$ cat config.mk
export PLATFORM = sky130hd
export DESIGN_NAME = aes_inv_subshift_seq
export DESIGN_NICKNAME = d
export VERILOG_FILES = /design/src/rtl/aes_pkg.sv /design/src/rtl/inv_sbox_lane.sv /design/src/rtl/aes_inv_subshift_seq.sv
export SDC_FILE = /design/constraint.sdc
export NUM_CORES = 1
export LEC_CHECK = 0
export CAP_MARGIN = 20
export CORE_MARGIN = 10
export CORE_UTILIZATION = 23
export CTS_CLUSTER_SIZE = 40
export DETAILED_ROUTE_END_ITERATION = 8
export DONT_BUFFER_PORTS = 1
export PLACE_DENSITY = 0.33
export SLEW_MARGIN = 15
export SYNTH_ARGS = -nofsm -noshare
export SYNTH_HDL_FRONTEND = slang
export SYNTH_SLANG_ARGS = --single-unit
$ cat constraint.sdc
create_clock -name clk -period 16.25 [get_ports clk]
set_clock_uncertainty 0.2 [all_clocks]
set_input_delay 0.8125 -clock clk [delete_from_list [all_inputs] [get_ports clk]]
set_output_delay 0.8125 -clock clk [all_outputs]
set_load 0.01 [all_outputs]
$ cat src/rtl/aes_pkg.sv
// Shared AES inverse-round definitions: inverse S-box table, InvShiftRows byte
// routing helper, sequencer state encoding and block width.
package aes_pkg;

  localparam int unsigned AES_BLK_W = 128;

  typedef enum logic [1:0] {
    ST_IDLE = 2'd0,
    ST_BUSY = 2'd1,
    ST_DONE = 2'd2
  } state_e;

  localparam logic [7:0] INV_SBOX [256] = '{
    8'h52, 8'h09, 8'h6a, 8'hd5, 8'h30, 8'h36, 8'ha5, 8'h38, 8'hbf, 8'h40, 8'ha3, 8'h9e, 8'h81, 8'hf3, 8'hd7, 8'hfb,
    8'h7c, 8'he3, 8'h39, 8'h82, 8'h9b, 8'h2f, 8'hff, 8'h87, 8'h34, 8'h8e, 8'h43, 8'h44, 8'hc4, 8'hde, 8'he9, 8'hcb,
    8'h54, 8'h7b, 8'h94, 8'h32, 8'ha6, 8'hc2, 8'h23, 8'h3d, 8'hee, 8'h4c, 8'h95, 8'h0b, 8'h42, 8'hfa, 8'hc3, 8'h4e,
    8'h08, 8'h2e, 8'ha1, 8'h66, 8'h28, 8'hd9, 8'h24, 8'hb2, 8'h76, 8'h5b, 8'ha2, 8'h49, 8'h6d, 8'h8b, 8'hd1, 8'h25,
    8'h72, 8'hf8, 8'hf6, 8'h64, 8'h86, 8'h68, 8'h98, 8'h16, 8'hd4, 8'ha4, 8'h5c, 8'hcc, 8'h5d, 8'h65, 8'hb6, 8'h92,
    8'h6c, 8'h70, 8'h48, 8'h50, 8'hfd, 8'hed, 8'hb9, 8'hda, 8'h5e, 8'h15, 8'h46, 8'h57, 8'ha7, 8'h8d, 8'h9d, 8'h84,
    8'h90, 8'hd8, 8'hab, 8'h00, 8'h8c, 8'hbc, 8'hd3, 8'h0a, 8'hf7, 8'he4, 8'h58, 8'h05, 8'hb8, 8'hb3, 8'h45, 8'h06,
    8'hd0, 8'h2c, 8'h1e, 8'h8f, 8'hca, 8'h3f, 8'h0f, 8'h02, 8'hc1, 8'haf, 8'hbd, 8'h03, 8'h01, 8'h13, 8'h8a, 8'h6b,
    8'h3a, 8'h91, 8'h11, 8'h41, 8'h4f, 8'h67, 8'hdc, 8'hea, 8'h97, 8'hf2, 8'hcf, 8'hce, 8'hf0, 8'hb4, 8'he6, 8'h73,
    8'h96, 8'hac, 8'h74, 8'h22, 8'he7, 8'had, 8'h35, 8'h85, 8'he2, 8'hf9, 8'h37, 8'he8, 8'h1c, 8'h75, 8'hdf, 8'h6e,
    8'h47, 8'hf1, 8'h1a, 8'h71, 8'h1d, 8'h29, 8'hc5, 8'h89, 8'h6f, 8'hb7, 8'h62, 8'h0e, 8'haa, 8'h18, 8'hbe, 8'h1b,
    8'hfc, 8'h56, 8'h3e, 8'h4b, 8'hc6, 8'hd2, 8'h79, 8'h20, 8'h9a, 8'hdb, 8'hc0, 8'hfe, 8'h78, 8'hcd, 8'h5a, 8'hf4,
    8'h1f, 8'hdd, 8'ha8, 8'h33, 8'h88, 8'h07, 8'hc7, 8'h31, 8'hb1, 8'h12, 8'h10, 8'h59, 8'h27, 8'h80, 8'hec, 8'h5f,
    8'h60, 8'h51, 8'h7f, 8'ha9, 8'h19, 8'hb5, 8'h4a, 8'h0d, 8'h2d, 8'he5, 8'h7a, 8'h9f, 8'h93, 8'hc9, 8'h9c, 8'hef,
    8'ha0, 8'he0, 8'h3b, 8'h4d, 8'hae, 8'h2a, 8'hf5, 8'hb0, 8'hc8, 8'heb, 8'hbb, 8'h3c, 8'h83, 8'h53, 8'h99, 8'h61,
    8'h17, 8'h2b, 8'h04, 8'h7e, 8'hba, 8'h77, 8'hd6, 8'h26, 8'he1, 8'h69, 8'h14, 8'h63, 8'h55, 8'h21, 8'h0c, 8'h7d
  };

  // Byte i = r + 4c takes source r + 4*((c - r) mod 4); the 2-bit subtract wraps mod 4.
  function automatic logic [3:0] inv_shift_src(input logic [3:0] i);
    logic [1:0] r;
    logic [1:0] c;
    r = i[1:0];
    c = i[3:2];
    return {2'(c - r), r};
  endfunction

endpackage

$ cat src/rtl/inv_sbox_lane.sv
// One combinational AES inverse S-box lookup lane.
module inv_sbox_lane
  import aes_pkg::*;
(
  input  logic [7:0] byte_i,
  output logic [7:0] byte_o
);

  assign byte_o = INV_SBOX[byte_i];

endmodule

$ cat src/rtl/aes_inv_subshift_seq.sv
// Sequential InvShiftRows + InvSubBytes, LANES bytes per cycle, valid/ready in and out.
// Define AES_INV_ADDKEY_EN to add an rkey port and fuse AddRoundKey into each lane.
module aes_inv_subshift_seq
  import aes_pkg::*;
#(
  parameter int unsigned LANES = 4
) (
  input  logic                 clk,
  input  logic                 rst,
  input  logic                 in_valid,
  output logic                 in_ready,
  input  logic [AES_BLK_W-1:0] in_data,
`ifdef AES_INV_ADDKEY_EN
  input  logic [AES_BLK_W-1:0] rkey,
`endif
  output logic                 out_valid,
  input  logic                 out_ready,
  output logic [AES_BLK_W-1:0] out_data,
  output logic                 busy
);

  localparam int unsigned NCYC  = 16 / LANES;
  localparam int unsigned CNT_W = (NCYC > 1) ? $clog2(NCYC) : 1;

  if (LANES != 1 && LANES != 2 && LANES != 4 && LANES != 8 && LANES != 16) begin : g_bad_lanes
    $error("aes_inv_subshift_seq: LANES must be 1, 2, 4, 8 or 16");
  end

  state_e               state_q;
  logic [CNT_W-1:0]     cnt_q;
  logic [AES_BLK_W-1:0] blk_q;
  logic [AES_BLK_W-1:0] out_q;
  logic                 in_ready_q;
  logic                 out_valid_q;
  logic                 busy_q;
`ifdef AES_INV_ADDKEY_EN
  logic [AES_BLK_W-1:0] key_q;
`endif

  logic [3:0] lane_idx [LANES];
  logic [7:0] lane_val [LANES];

  for (genvar j = 0; j < LANES; j++) begin : g_lane
    logic [3:0] src;
    logic [7:0] sub;

    assign lane_idx[j] = 4'(32'(cnt_q) * LANES + 32'(j));
    assign src         = inv_shift_src(lane_idx[j]);

    // Byte k sits at bit 8*(15-k); ~k is 15-k for a 4-bit index.
    inv_sbox_lane u_sbox (
      .byte_i (blk_q[{~src, 3'b000} +: 8]),
      .byte_o (sub)
    );

`ifdef AES_INV_ADDKEY_EN
    assign lane_val[j] = sub ^ key_q[{~lane_idx[j], 3'b000} +: 8];
`else
    assign lane_val[j] = sub;
`endif
  end

  always_ff @(posedge clk or posedge rst) begin
    if (rst) begin
      state_q     <= ST_IDLE;
      cnt_q       <= '0;
      blk_q       <= '0;
      out_q       <= '0;
      in_ready_q  <= 1'b1;
      out_valid_q <= 1'b0;
      busy_q      <= 1'b0;
`ifdef AES_INV_ADDKEY_EN
      key_q       <= '0;
`endif
    end else begin
      case (state_q)
        ST_IDLE: begin
          if (in_valid) begin
            blk_q      <= in_data;
`ifdef AES_INV_ADDKEY_EN
            key_q      <= rkey;
`endif
            cnt_q      <= '0;
            state_q    <= ST_BUSY;
            in_ready_q <= 1'b0;
            busy_q     <= 1'b1;
          end
        end
        ST_BUSY: begin
          for (int unsigned j = 0; j < LANES; j++) begin
            out_q[{~lane_idx[j], 3'b000} +: 8] <= lane_val[j];
          end
          if (cnt_q == CNT_W'(NCYC - 1)) begin
            cnt_q       <= '0;
            state_q     <= ST_DONE;
            busy_q      <= 1'b0;
            out_valid_q <= 1'b1;
          end else begin
            cnt_q <= cnt_q + CNT_W'(1);
          end
        end
        ST_DONE: begin
          if (out_ready) begin
            state_q     <= ST_IDLE;
            out_valid_q <= 1'b0;
            in_ready_q  <= 1'b1;
          end
        end
        default: begin
          state_q     <= ST_IDLE;
          in_ready_q  <= 1'b1;
          out_valid_q <= 1'b0;
          busy_q      <= 1'b0;
        end
      endcase
    end
  end

  assign in_ready  = in_ready_q;
  assign out_valid = out_valid_q;
  assign out_data  = out_q;
  assign busy      = busy_q;

endmodule
# Word level (Yosys, flattened, before mapping)
# Memories as Yosys holds them, arrays and structs flattened.
# Index checks and enable logic that the tools add are counted.
[totals] rom_bits=8192 mem_count=4 inputBits=132 word_cells=94 regBits=263
[mem_list] name="(no name shown)" depth=256 word_bits=8 read_ports=1 rd_clocked_by_memory_dff=0 wr=0 line_no="inv_sbox_lane.sv:9" text="assign byte_o = INV_SBOX[byte_i];"
[mem_list] name="(no name shown)" depth=256 word_bits=8 read_ports=1 rd_clocked_by_memory_dff=0 wr=0 line_no="inv_sbox_lane.sv:9"
[mem_list] name="(no name shown)" depth=256 word_bits=8 read_ports=1 rd_clocked_by_memory_dff=0 wr=0 line_no="inv_sbox_lane.sv:9"
[mem_list] name="(no name shown)" depth=256 word_bits=8 read_ports=1 rd_clocked_by_memory_dff=0 wr=0 line_no="inv_sbox_lane.sv:9"
[op_classes] n_lt_le_gt_ge=4 n_mux=28 n_addsub=11 shifts=12 n_reduce_logical=8 n_bitwise=14 n_eq_ne=6
[op_table] op="$bwmux W128" count=4
[op_table] op="$shift A8 B9 Y128 const A" count=4
[op_table] op="$shiftx A128 B8 Y8" count=4
[op_table] op="$shiftx A8 B9 Y128" count=4
[op_table] op="$mux W8" count=8
[op_table] op="$ge A9 B9 Y1 const B" count=4
[op_table] op="$neg A7 Y9" count=4
[op_table] op="$not A8 Y9" count=4
[op_table] op="$not A4 Y4" count=7
[op_table] op="$reduce_and A3 Y1" count=4
[op_table] op="$mux W2" count=5
[op_table] op="$pmux W1 S3" count=3
[op_table] op="$add A4 B2 Y4 const B" count=2
[op_table] op="$mux W1" count=6
[op_table] op="$ne A2 B2 Y1 const B" count=3
[op_table] op="$pmux W2 S3" count=1
[op_table] op="$sub A2 B2 Y2" count=3
[op_table] op="$add A4 B1 Y4 const B" count=1
[op_table] op="$eq A2 B2 Y1 const B" count=2
[op_table] op="$pmux W2 S2" count=1
[op_table] op="$reduce_and A2 Y1" count=2
[op_table] op="$not A1 Y1" count=3
[op_table] op="$add A2 B1 Y2 const B" count=1
[op_table] op="$eq A2 B1 Y1 const B" count=1
[op_table] op="other kinds (2)" count=2

# Logic depth before layout (Yosys ltp)
[logic_depth] word_depth=12 mapped_depth=21 mapped_depth_nobuf=13

# Cells and area by module
# Synthesis repeated with hierarchy kept, for this count alone.
[unflattened] cells_unflattened=3080 area_unflattened_um2=25722.2
[modules_own_cells] module="aes_inv_subshift_seq" instances=1 seq_area_each_um2=6582.6 cells_per_inst=865 area_per_inst_um2=11553.6
[modules_own_cells] module="inv_sbox_lane (g_lane[1].u_sbox ...)" instances=3 seq_area_each_um2=0.0 cells_per_inst=554 area_per_inst_um2=3575.9
[modules_own_cells] module="inv_sbox_lane (g_lane[0].u_sbox)" instances=1 seq_area_each_um2=0.0 cells_per_inst=553 area_per_inst_um2=3440.8

# Worst setup path after synthesis
# No wires, ideal clock.
[synth_timing] path_kind="register to register" from="register cnt_q[1]" to="register out_q[116] (netlist: out_data[116])" setup_time_ns=0.066 stages_incl_launch_ff=21 n_path_buf=8 setup_slack_ns=11.237 required_time_ns=15.984 arrival_ns=4.747 cell_sequence="dfrtp_1 buf_2 buf_4 buf_4 buf_2 inv_1 ha_1 buf_4 mux4_2 buf_2 clkbuf_1 inv_1 ha_1 clkbuf_1 clkinv_1 and2_1 o21ai_0 o2111ai_1 a41o_1 o211ai_1 a22o_1"
[synth_via] elab_chain_cells=12 word_cells_on_any_way=49
[synth_lines] element="start: declaration" line_no="aes_inv_subshift_seq.sv:30" text="logic [CNT_W-1:0] cnt_q;"
[synth_lines] element="start signal: assignment" line_no="aes_inv_subshift_seq.sv:99" text="cnt_q <= cnt_q + CNT_W'(1);"
[synth_lines] element="$add A4 B1 Y4" line_no="aes_inv_subshift_seq.sv:47" text="assign lane_idx[j] = 4'(32'(cnt_q) * LANES + 32'(j));"
[synth_lines] element="$sub A2 B2 Y2" line_no="aes_pkg.sv:38" text="return {2'(c - r), r};"
[synth_lines] element="$not A4 Y4" line_no="aes_inv_subshift_seq.sv:52" text=".byte_i (blk_q[{~src, 3'b000} +: 8]),"
[synth_lines] element="$shiftx A128 B8 Y8" line_no="aes_inv_subshift_seq.sv:52"
[synth_lines] element="$not A8 Y9 (implied by the code)" line_no="inv_sbox_lane.sv:9"
[synth_lines] element="$mem_v2 Z256 W8"
[synth_lines] element="$mux W8 (implied by the code) (2 in a row)" line_no="inv_sbox_lane.sv:9"
[synth_lines] element="$shiftx A8 B9 Y128" line_no="aes_inv_subshift_seq.sv:91" text="out_q[{~lane_idx[j], 3'b000} +: 8] <= lane_val[j];"
[synth_lines] element="$bwmux W128 (2 in a row)" line_no="aes_inv_subshift_seq.sv:91"
[synth_lines] element="$bwmux W128 (*)" line_no="aes_inv_subshift_seq.sv:91"
[synth_lines] element="end signal: indexed assignment" line_no="aes_inv_subshift_seq.sv:91"
[synth_lines] element="end: declaration" line_no="aes_inv_subshift_seq.sv:32" text="logic [AES_BLK_W-1:0] out_q;"
# Mark *: on every way between the ends. The rest lies on a longest branch, timed or not. The select of a mux whose other input is x is not followed.
# A chain may end at the register's enable or synchronous reset.

# Worst setup path in the final report
[layout_timing] from="register cnt_q[1]" to="register out_q[113] (netlist: out_data[113])"
# Same word-level chain as after synthesis.

==> flow_metrics.tcl <==
set metrics [dict create \
    fmax_mhz 144 \
    fill_cells 11531 \
    final_nets 2876 \
    detail-route-antenna-nets 0 \
    area_growth_pct 7.84 \
    worstSetupEndpointType "flop" \
    cts_made_buffers 35 \
    pin_count 263 \
    cts_resized 0 \
    antenna_found_initial 48 \
    slew_headroom_pct 27.5 \
    path_clk_slew_ps 60 \
    drtIter0Drc 3309 \
    hold_viol 0 \
    synthArstFlopShare_pct 100 \
    layout-drive-gt1-share_pct 13.3 \
    dieArea_um2 120000 \
    period_minus_slack_ps 6940 \
    clock_path_buffers 3 \
    multiInputGateArea_um2 16200 \
    synth_area_leaders "dfrtp_1 (27%), mux2_2 (7.2%), mux2i_1 (4.2%)" \
    grt_pass1_wl_um 187000 \
    cts.sinks 263 \
    postCtsSetupBuffers 0 \
    critPathKind "reg2reg" \
    place_hpwl_um 92700 \
    yosys_warnings 0 \
    grt_pass1_vias 24548 \
    postLayoutCoreUtil_pct 25.0 \
    final_cell_mix "nand2_1 (269), dfrtp_1 (260), o21ai_0 (183)" \
    netlist_instances 2883 \
    required_ps 16460 \
    timing.final.crit_share_pct 42.7 \
    path_cells "buf_4 -> inv_1 -> ha_4 -> mux4_2 -> inv_1 -> ha_1 -> clkinv_1 -> nand2_1 -> a221oi_1 -> a211oi_1 -> nor4_1 -> a211oi_1 -> o21ai_0" \
    clockRootBuffer "clkbuf_16" \
    regArea_um2 6590 \
    syn_area_per_cell_um2 8.48 \
    final_common_cell "nand2_1" \
    synth_largest_area_cell "dfrtp_1" \
    dr.pass1.iters 8 \
    critPathMaxStageDelay_ps 820 \
    synth-seq-cells 263 \
    setup_violations 0 \
    cts_tree "built" \
    rows 119 \
    die_w_um 346 \
    die_h_um 346 \
    clock_latency_ps 600 \
    initial_core_util_pct 23.2 \
    ys_seq_area_share_pct 26.9 \
    startpoint_type "flop" \
    core-area_um2 105000 \
    max_cap_viol_count 0 \
    vias 25525 \
    drc_errors 0 \
    avgRoutedWirePerCell_um 32.0 \
    setup_tns_ps 0 \
    h-tree-depth 2 \
    grt_overflow 0 \
    worstPathArrival_ps 7150 \
    routed_via_density 6.24 \
    path_max_fanout 43 \
    routed_wirelength_um 131000 \
    synth_enable_flop_cells 0 \
    hold_buffers 0 \
    syn-cell-area_um2 24500 \
    syn_nets 3090 \
    drv_slew 0 \
    rsz0062_at_grt "no" \
    tightest_slew_ps 1060 \
    grt_max_degree 96 \
    ys.flop_type "dfrtp_1" \
    synth_top_area_share_pct 26.8 \
    grt_use_total_pct 20.5 \
    synthDistinctLibCells 98 \
    portBuffers 0 \
    hold_class "in2async" \
    gp_congestion 0.963 \
    critPathSlowestCell "ha_4" \
    status "finished, final reports clean" \
]
==> layer usage <==
metal | vias to the layer above | GRT usage (%) | share of wire, %
met5 | - | 0 | 0.34
met4 | 68 | 6.39 | 3.6
met3 | 350 | 7.59 | 12
met2 | 1670 | 31.4 | 43
met1 | 12716 | 26.6 | 41
li1 | 10721 | - | -
==> layout make-up <==
class	instances	share of cell area [%]
multi-input combinational	2255	61.6
sequential	263	25.0
tap	1391	6.60
clock buffer	51	3.78
timing repair buffer	59	1.69
inverter	55	0.821
clock inverter	10	0.489
antenna	5	0.0475
==> worst max-delay path: cells and delay by family, from the launching register on <==
kind | cells | cell delay, ps
compound gates | 4 | 1490
mux | 1 | 790
buf+inv | 4 | 1750
simple gates | 2 | 520
flops | 1 | 330
fa+ha+maj | 2 | 1640
==> path summary, 6_finish.rpt <==
path | startpoint | to | cells past startpoint | slack (ps)
min | rst | blk_q[82]$_DFFE_PP0P_ | 1 | 0.3
min in group clk | in_data[3] | blk_q[3]$_DFFE_PP0P_ | 1 | 170
min reg2reg | blk_q[24]$_DFFE_PP0P_ | blk_q[24]$_DFFE_PP0P_ | 1 | 300
max | cnt_q[1]$_DFFE_PP0P_ | out_data[113]$_DFFE_PP0P_ | 13 | 9310
max in group asynchronous | rst | out_data[72]$_DFFE_PP0P_ | 4 | 13070
max reg2reg | cnt_q[1]$_DFFE_PP0P_ | out_data[113]$_DFFE_PP0P_ | 13 | 9310
==> sequential cells by signal, indices dropped and copies added, names as in the netlist <==
| register | cells |
|---|---|
| out_valid | 1 |
| in_ready | 1 |
| blk_q | 128 |
| busy | 1 |
| cnt_q | 2 |
| state_q | 2 |
| out_data | 128 |
==> stage by stage <==
step | cell area, um2 | setup WS (ps) | std cells | hold WS, ps
global placement | 25200 | 9680 | 4021 | 285
CTS | 26300 | 9440 | 4082 | 0.713
floorplan | 24500 | 8000 | 2883 | 275
global route | 26400 | 8960 | 4088 | 46.2
detailed placement | 25200 | 9480 | 4021 | 294
finish | 26400 | 9310 | 4089 | 0.331
==> Yosys cell counts (all sizes together) (16+ instances only) <==
cell / number
nand2: 271
dfrtp: 262
o21ai: 194
clkbuf: 157
mux2: 156
nor2: 156
buf: 153
a21oi: 142
mux2i: 103
ha: 75
o211ai: 73
nand2b: 72
nand3: 64
nor3: 64
o221ai: 60
a211oi: 53
inv: 52
a31oi: 49
nor2b: 49
a22o: 48
o22ai: 45
o31ai: 43
a221oi: 40
and2: 36
a311oi: 33
mux4: 33
o311ai: 32
o2111ai: 23
or2: 23
a2111oi: 22
and3: 20
a21o: 19
a32oi: 18
o311a: 17
nor3b: 16
==> cell families after synthesis <==
| group | Yosys count | share of synthesized area [%] |
|---|---|---|
| AOI/OAI and AO/OA | 1035 | 30.6 |
| muxes | 292 | 14.4 |
| buffers and inverters | 365 | 6.90 |
| DFF | 263 | 26.9 |
| and+or+nand+nor | 840 | 16.9 |
| xor gates and xnor gates | 13 | 0.466 |
| adders and majority gates | 75 | 3.84 |
Power is not shown: default switching activity piles up to over one toggle a cycle in this logic, so the estimate is an artifact.
